File: src/rtl/apb_master_ctrl_if.sv
// Command/response stream and APB bus signals of the APB master controller.
// The master modport is the controller's view; slave is the requester/fabric side.
interface apb_master_ctrl_if #(
  parameter int unsigned ADDR_W = 8,
  parameter int unsigned DATA_W = 32
);
  localparam int unsigned STRB_W = DATA_W / 8;

  logic              cmd_valid;
  logic              cmd_ready;
  logic              cmd_write;
  logic [ADDR_W-1:0] cmd_addr;
  logic [DATA_W-1:0] cmd_wdata;
  logic [STRB_W-1:0] cmd_strb;
  logic [2:0]        cmd_prot;

  logic              rsp_valid;
  logic              rsp_ready;
  logic [DATA_W-1:0] rsp_rdata;
  logic              rsp_err;
  logic              rsp_timeout;

  logic [ADDR_W-1:0] PADDR;
  logic              PSEL;
  logic              PENABLE;
  logic              PWRITE;
  logic [DATA_W-1:0] PWDATA;
  logic [STRB_W-1:0] PSTRB;
  logic [2:0]        PPROT;
  logic [DATA_W-1:0] PRDATA;
  logic              PREADY;
  logic              PSLVERR;

  modport master (
    input  cmd_valid, cmd_write, cmd_addr, cmd_wdata, cmd_strb, cmd_prot,
    output cmd_ready,
    output rsp_valid, rsp_rdata, rsp_err, rsp_timeout,
    input  rsp_ready,
    output PADDR, PSEL, PENABLE, PWRITE, PWDATA, PSTRB, PPROT,
    input  PRDATA, PREADY, PSLVERR
  );

  modport slave (
    output cmd_valid, cmd_write, cmd_addr, cmd_wdata, cmd_strb, cmd_prot,
    input  cmd_ready,
    input  rsp_valid, rsp_rdata, rsp_err, rsp_timeout,
    output rsp_ready,
    input  PADDR, PSEL, PENABLE, PWRITE, PWDATA, PSTRB, PPROT,
    output PRDATA, PREADY, PSLVERR
  );
endinterface

File: src/rtl/apb_master_ctrl.sv
// APB3/APB4 master: one valid/ready command becomes one APB transfer, answered on a
// valid/ready response channel. Optional watchdog aborts transfers stuck in wait states.
module apb_master_ctrl #(
  parameter int unsigned ADDR_W  = 8,
  parameter int unsigned DATA_W  = 32,
  parameter int unsigned TIMEOUT = 16
) (
  input logic               PCLK,
  input logic               PRESET,
  apb_master_ctrl_if.master bus
);
  localparam int unsigned STRB_W = DATA_W / 8;
  localparam int unsigned CNT_W  = (TIMEOUT > 0) ? $clog2(TIMEOUT + 1) : 1;
  localparam logic [CNT_W-1:0] CNT_MAX = CNT_W'(TIMEOUT);

  typedef enum logic [1:0] {StIdle, StSetup, StAccess, StResp} state_e;

  state_e            state_q, state_d;
  logic [ADDR_W-1:0] paddr_q, paddr_d;
  logic              pwrite_q, pwrite_d;
  logic [DATA_W-1:0] pwdata_q, pwdata_d;
  logic [STRB_W-1:0] pstrb_q, pstrb_d;
  logic [2:0]        pprot_q, pprot_d;
  logic [DATA_W-1:0] rdata_q, rdata_d;
  logic              err_q, err_d;
  logic              timeout_q, timeout_d;
  logic [CNT_W-1:0]  cnt_q, cnt_d;

  always_ff @(posedge PCLK or posedge PRESET) begin
    if (PRESET) begin
      state_q   <= StIdle;
      paddr_q   <= '0;
      pwrite_q  <= 1'b0;
      pwdata_q  <= '0;
      pstrb_q   <= '0;
      pprot_q   <= '0;
      rdata_q   <= '0;
      err_q     <= 1'b0;
      timeout_q <= 1'b0;
      cnt_q     <= '0;
    end else begin
      state_q   <= state_d;
      paddr_q   <= paddr_d;
      pwrite_q  <= pwrite_d;
      pwdata_q  <= pwdata_d;
      pstrb_q   <= pstrb_d;
      pprot_q   <= pprot_d;
      rdata_q   <= rdata_d;
      err_q     <= err_d;
      timeout_q <= timeout_d;
      cnt_q     <= cnt_d;
    end
  end

  always_comb begin
    state_d   = state_q;
    paddr_d   = paddr_q;
    pwrite_d  = pwrite_q;
    pwdata_d  = pwdata_q;
    pstrb_d   = pstrb_q;
    pprot_d   = pprot_q;
    rdata_d   = rdata_q;
    err_d     = err_q;
    timeout_d = timeout_q;
    cnt_d     = cnt_q;
    unique case (state_q)
      StIdle: begin
        if (bus.cmd_valid) begin
          paddr_d  = bus.cmd_addr;
          pwrite_d = bus.cmd_write;
          pprot_d  = bus.cmd_prot;
          // Reads drive no strobes and leave the last write data on PWDATA.
          if (bus.cmd_write) begin
            pwdata_d = bus.cmd_wdata;
            pstrb_d  = bus.cmd_strb;
          end else begin
            pstrb_d  = '0;
          end
          state_d = StSetup;
        end
      end
      StSetup: state_d = StAccess;
      StAccess: begin
        // PREADY wins over the watchdog when both fire on the same edge.
        if (bus.PREADY) begin
          rdata_d   = pwrite_q ? '0 : bus.PRDATA;
          err_d     = bus.PSLVERR;
          timeout_d = 1'b0;
          state_d   = StResp;
        end else if ((TIMEOUT != 0) && (cnt_q == CNT_MAX)) begin
          rdata_d   = '0;
          err_d     = 1'b1;
          timeout_d = 1'b1;
          state_d   = StResp;
        end else begin
          cnt_d = cnt_q + CNT_W'(1);
        end
      end
      StResp: begin
        if (bus.rsp_ready) begin
          cnt_d   = '0;
          state_d = StIdle;
        end
      end
      default: state_d = StIdle;
    endcase
  end

  assign bus.cmd_ready   = (state_q == StIdle) && !PRESET;
  assign bus.rsp_valid   = (state_q == StResp);
  assign bus.rsp_rdata   = rdata_q;
  assign bus.rsp_err     = err_q;
  assign bus.rsp_timeout = timeout_q;
  assign bus.PSEL        = (state_q == StSetup) || (state_q == StAccess);
  assign bus.PENABLE     = (state_q == StAccess);
  assign bus.PADDR       = paddr_q;
  assign bus.PWRITE      = pwrite_q;
  assign bus.PWDATA      = pwdata_q;
  assign bus.PSTRB       = pstrb_q;
  assign bus.PPROT       = pprot_q;
endmodule

File: src/flat_wrapper.sv
// flat-port wrapper written by rule: the top's interface ports become plain ports
module apb_master_ctrl_flat 
#(
  parameter int unsigned ADDR_W  = 8,
  parameter int unsigned DATA_W  = 32,
  parameter int unsigned TIMEOUT = 16
)
  (PCLK, PRESET, bus_cmd_valid, bus_cmd_write, bus_cmd_addr, bus_cmd_wdata, bus_cmd_strb, bus_cmd_prot, bus_cmd_ready, bus_rsp_valid, bus_rsp_rdata, bus_rsp_err, bus_rsp_timeout, bus_rsp_ready, bus_PADDR, bus_PSEL, bus_PENABLE, bus_PWRITE, bus_PWDATA, bus_PSTRB, bus_PPROT, bus_PRDATA, bus_PREADY, bus_PSLVERR);
  apb_master_ctrl_if #(.ADDR_W(ADDR_W), .DATA_W(DATA_W)) bus_i ();
  input logic PCLK;
  input logic PRESET;
  input wire logic [$bits(bus_i.cmd_valid)-1:0] bus_cmd_valid;
  input wire logic [$bits(bus_i.cmd_write)-1:0] bus_cmd_write;
  input wire logic [$bits(bus_i.cmd_addr)-1:0] bus_cmd_addr;
  input wire logic [$bits(bus_i.cmd_wdata)-1:0] bus_cmd_wdata;
  input wire logic [$bits(bus_i.cmd_strb)-1:0] bus_cmd_strb;
  input wire logic [$bits(bus_i.cmd_prot)-1:0] bus_cmd_prot;
  output wire logic [$bits(bus_i.cmd_ready)-1:0] bus_cmd_ready;
  output wire logic [$bits(bus_i.rsp_valid)-1:0] bus_rsp_valid;
  output wire logic [$bits(bus_i.rsp_rdata)-1:0] bus_rsp_rdata;
  output wire logic [$bits(bus_i.rsp_err)-1:0] bus_rsp_err;
  output wire logic [$bits(bus_i.rsp_timeout)-1:0] bus_rsp_timeout;
  input wire logic [$bits(bus_i.rsp_ready)-1:0] bus_rsp_ready;
  output wire logic [$bits(bus_i.PADDR)-1:0] bus_PADDR;
  output wire logic [$bits(bus_i.PSEL)-1:0] bus_PSEL;
  output wire logic [$bits(bus_i.PENABLE)-1:0] bus_PENABLE;
  output wire logic [$bits(bus_i.PWRITE)-1:0] bus_PWRITE;
  output wire logic [$bits(bus_i.PWDATA)-1:0] bus_PWDATA;
  output wire logic [$bits(bus_i.PSTRB)-1:0] bus_PSTRB;
  output wire logic [$bits(bus_i.PPROT)-1:0] bus_PPROT;
  input wire logic [$bits(bus_i.PRDATA)-1:0] bus_PRDATA;
  input wire logic [$bits(bus_i.PREADY)-1:0] bus_PREADY;
  input wire logic [$bits(bus_i.PSLVERR)-1:0] bus_PSLVERR;
  assign bus_i.cmd_valid = bus_cmd_valid;
  assign bus_i.cmd_write = bus_cmd_write;
  assign bus_i.cmd_addr = bus_cmd_addr;
  assign bus_i.cmd_wdata = bus_cmd_wdata;
  assign bus_i.cmd_strb = bus_cmd_strb;
  assign bus_i.cmd_prot = bus_cmd_prot;
  assign bus_cmd_ready = bus_i.cmd_ready;
  assign bus_rsp_valid = bus_i.rsp_valid;
  assign bus_rsp_rdata = bus_i.rsp_rdata;
  assign bus_rsp_err = bus_i.rsp_err;
  assign bus_rsp_timeout = bus_i.rsp_timeout;
  assign bus_i.rsp_ready = bus_rsp_ready;
  assign bus_PADDR = bus_i.PADDR;
  assign bus_PSEL = bus_i.PSEL;
  assign bus_PENABLE = bus_i.PENABLE;
  assign bus_PWRITE = bus_i.PWRITE;
  assign bus_PWDATA = bus_i.PWDATA;
  assign bus_PSTRB = bus_i.PSTRB;
  assign bus_PPROT = bus_i.PPROT;
  assign bus_i.PRDATA = bus_PRDATA;
  assign bus_i.PREADY = bus_PREADY;
  assign bus_i.PSLVERR = bus_PSLVERR;
  apb_master_ctrl #(.ADDR_W(ADDR_W), .DATA_W(DATA_W), .TIMEOUT(TIMEOUT)) u_core (.PCLK(PCLK), .PRESET(PRESET), .bus(bus_i));
endmodule
File: config.mk
export PLATFORM = sky130hd
export DESIGN_NAME = apb_master_ctrl_flat
export DESIGN_NICKNAME = d
export VERILOG_FILES = /design/src/rtl/apb_master_ctrl_if.sv /design/src/rtl/apb_master_ctrl.sv /design/src/flat_wrapper.sv
export SDC_FILE = /design/constraint.sdc
export NUM_CORES = 1
export LEC_CHECK = 0
export CAP_MARGIN = 5
export CORE_MARGIN = 1
export CORE_UTILIZATION = 37
export CTS_CLUSTER_DIAMETER = 100
export CTS_CLUSTER_SIZE = 14
export DETAILED_ROUTE_END_ITERATION = 7
export GPL_ROUTABILITY_DRIVEN = 0
export PLACE_DENSITY = 0.81
export SLEW_MARGIN = 10
export SYNTH_ARGS = -nofsm -noshare
export SYNTH_HDL_FRONTEND = slang
export SYNTH_SLANG_ARGS = --single-unit
File: constraint.sdc
create_clock -name PCLK -period 2.7 [get_ports PCLK]
set_clock_uncertainty 0.2 [all_clocks]
set_input_delay 0.27 -clock PCLK [delete_from_list [all_inputs] [get_ports PCLK]]
set_output_delay 0.27 -clock PCLK [all_outputs]
set_load 0.02 [all_outputs]
==> results.md <==
- Post-CTS Hold Buffers: 0
- Final instance area: between 0.005 and 0.006 mm^2
- GRT overflow: 0
- Status: finished, final reports clean
- Die ar.: around 0.01 mm^2
- Largest net degree at the start of global routing: 34
- Initial DRC count: between 100 and 150
- CTS Buf Count: 9
- Post-synth EDFFs: 0
- CP Buf/Inv Count: 2
- Number of H-tree levels: 3
- Initial core utilization: roughly two fifths
- Final HPWL DP: 6552 um
- Yosys cell types: 32
- # IOs: between 150 and 200
- Ranking of synthesized cells by area: dfrtp_1, mux2_2, a22o_1
- Worst Hold Class: in2async
- Unrepaired setup endpoints after global routing: no
- Rows: 35
- Simple-gate portion of the synthesized area: about 6.7%
- Clk sinks: 89
- Total GRT Usage: around 18%
- Crit path cell chain: inv_1 > ha_1 > nor2b_1 > clkdlybuf4s50_1
- Final number of hold-violating endpoints: 0
- Yosys top cell by area: dfrtp_1
- Max-slew violations: 0
- Fmax: between 400 and 500 MHz
- Synth Area in Adders: approximately 1.8%
- Vias in the first global route: approximately 2,800
- Clock slew at reported path FFs: roughly 0.090 ns
- Clock Path Buffers: 2
- Max Cap Violations: 0
- Layout Area Growth over Synthesis: 58.34%
- Critical Setup Path Class: reg2out
- Synth Area per Inst: 14.06 um^2
- Mapped Nets: 345
- Ys Warns: 0
- DRT Pass-1 Iters: 4
- TritonCTS clock tree: built
- Setup bufs post-CTS: 0
- CP max FO: 5
- Total power: approximately 6.5 mW
- Mapped Area: ~0.0036 mm^2
- DR vias: approximately 2,800
- Synth cell count leaders: dfrtp_1, a22o_1, mux2_2
- Storage element area: 0.002227 mm^2
- CTS root buffer: clkbuf_8
- PD cells: 1150 mW/mm^2
- Headroom to the max-slew limit: between 50 and 60%
- CP delay by family, top: buffers and inverters
- Filler Cell Count: 735
- ANT nets after route: 0
- Setup crit start kind: register
- # resized after CTS: 0
- Multiplexer area fraction after synthesis: roughly 14%
- Post-Route WL: 8781 um
- Post-synthesis compound-gate area fraction: a little under an eighth
- Tightest Pin Transition: between 0.6 and 0.7 ns
- Core area: 0.009284 mm^2
- I/O Buffers: ~170
- DR vias/cell: 4.918
- Worst skew pair latency: 0.34 ns
- Final setup TNS: 0 ns
- Synth Register Bits: 89
- ANT cells: 0
- Yosys top cell area share: 62.37%
- Post-DP Area: 0.005441 mm^2
- Die height: 100.2 um
- Worst path arrival time: about 1.9 ns
- # DRC: 0
- Req. time, crit path: between 2 and 2.5 ns
- CP max stage delay: 0.63 ns
- Avg WL per Cell: about 16 um
- Seq/Total Area, Yosys: 62.37%
- Layout cells sized above 1: approximately 14%
- Layout net count: 520
- Most frequent cell after synthesis: dfrtp_1
- Initial antenna violation count: 0
- Largest family of logic cells by synthesized area: multiplexers
- Top FF cell, synth: dfrtp_1
- Die width: 100.2 um
- CP Capture Type: output port
- Ys async rst share: 100.0%
- Period Utilization, post-route: between 80% and 90%
- Final Setup Violations: 0
- CP max stage cell: clkdlybuf4s50_1
- Maximum vdd drop: between 0.6 and 0.7 mV
- Lkg Pwr: 2.425 nW
- Synth Area in XOR/XNOR: 0%
- First-pass GRT wire length: 13,990 um
- Post-Syn Instances: 254
- Final worst path period need: ~2.4 ns
- Multi-input logic area: ~0.0012 mm^2
## worst register-to-register path, cell delays in order (launching register included)
cell      delay (ns)
dfrtp_1         0.40
ha_1            0.41
nor2b_1         0.49
a311oi_2        0.11
mux2_1          0.33
## registers in the layout, summed over array words and instances (netlist names)
register / count
u_core.bus.PWDATA: 32
u_core.bus.PADDR: 8
u_core.bus.rsp_err: 1
u_core.bus.PSTRB: 4
u_core.bus.PWRITE: 1
u_core.state_q: 2
u_core.bus.rsp_timeout: 1
u_core.cnt_q: 5
u_core.bus.rsp_rdata: 32
u_core.bus.PPROT: 3
## cell usage in the layout, fill, tap and decap left out, types with 3 or more instances in the layout
cell	netlist	layout
inv_1	7	6
nand4_1	3	3
mux2_2	30	30
a21oi_1	3	3
buf_4	1	6
o21ai_0	10	10
ha_1	5	5
nor2_1	6	5
nor2b_1	4	4
a22o_1	32	32
mux2_1	14	14
clkbuf_8	0	10
nand2_1	15	15
clkdlybuf4s50_1	0	171
dfrtp_1	89	89
nand3b_1	3	3
## metrics by stage
stage / hold slack, ns / worst slack, ns / utilization, % / instances
2_1_floorplan: 0.2017 / 0.8767 / - / 254
3_3_place_gp: 0.2620 / 0.6998 / 58.61 / 547
3_5_place_dp: 0.2804 / 0.6528 / 58.61 / 547
4_1_cts: 0.1096 / 0.2901 / 60.90 / 563
5_1_grt: 0.1471 / 0.2287 / 60.90 / 563
6_report: 0.1211 / 0.3314 / 60.90 / 563
## cells by family after synthesis
kind of cell	after synthesis
DFF	89
AOI/OAI and AO/OA	52
muxes	45
and+or+nand+nor	41
buffers and inverters	22
adders and majority gates	5
## where the power goes
| group | internal, mW | switching, mW | total, mW |
|---|---|---|---|
| clock network | 0.466 | 0.489 | 0.955 |
| logic | 1.70 | 1.56 | 3.26 |
| registers | 1.93 | 0.355 | 2.29 |
| total | 4.10 | 2.40 | 6.50 |
## path summary, 6_finish.rpt
check	start	endpoint	slack, ns	depth (start not counted)
min	PRESET	u_core.bus.PADDR[1]	0.12	2
max reg2reg	u_core.state_q[1]	u_core.state_q[1]	0.65	4
min reg2reg	u_core.bus.PSTRB[0]	u_core.bus.PSTRB[0]	0.29	2
min in group PCLK	u_core.bus.PSTRB[0]	u_core.bus.PSTRB[0]	0.29	2
max	u_core.state_q[0]	bus_cmd_ready	0.33	4
max in group asynchronous	PRESET	u_core.bus.PWDATA[2]	1.61	3
## final cells by class
cell class	instances	area share, %
tap	129	2.855
multi-input combinational	143	21.69
sequential	89	39.39
timing repair buffer	179	31.78
clock buffer	10	2.434
inverter	7	0.5311
clock inverter	6	1.328
## metal layers
| metal | vias up | track usage, % | share of wire (%) |
|---|---|---|---|
| li1 | 1265 | - | - |
| met4 | 0 | 6.355 | 1.3 |
| met5 | - | 0 | 0 |
| met1 | 1360 | 21.44 | 42 |
| met2 | 133 | 29.14 | 47 |
| met3 | 11 | 6.755 | 9.8 |
Power figures use the tool's default switching activity.
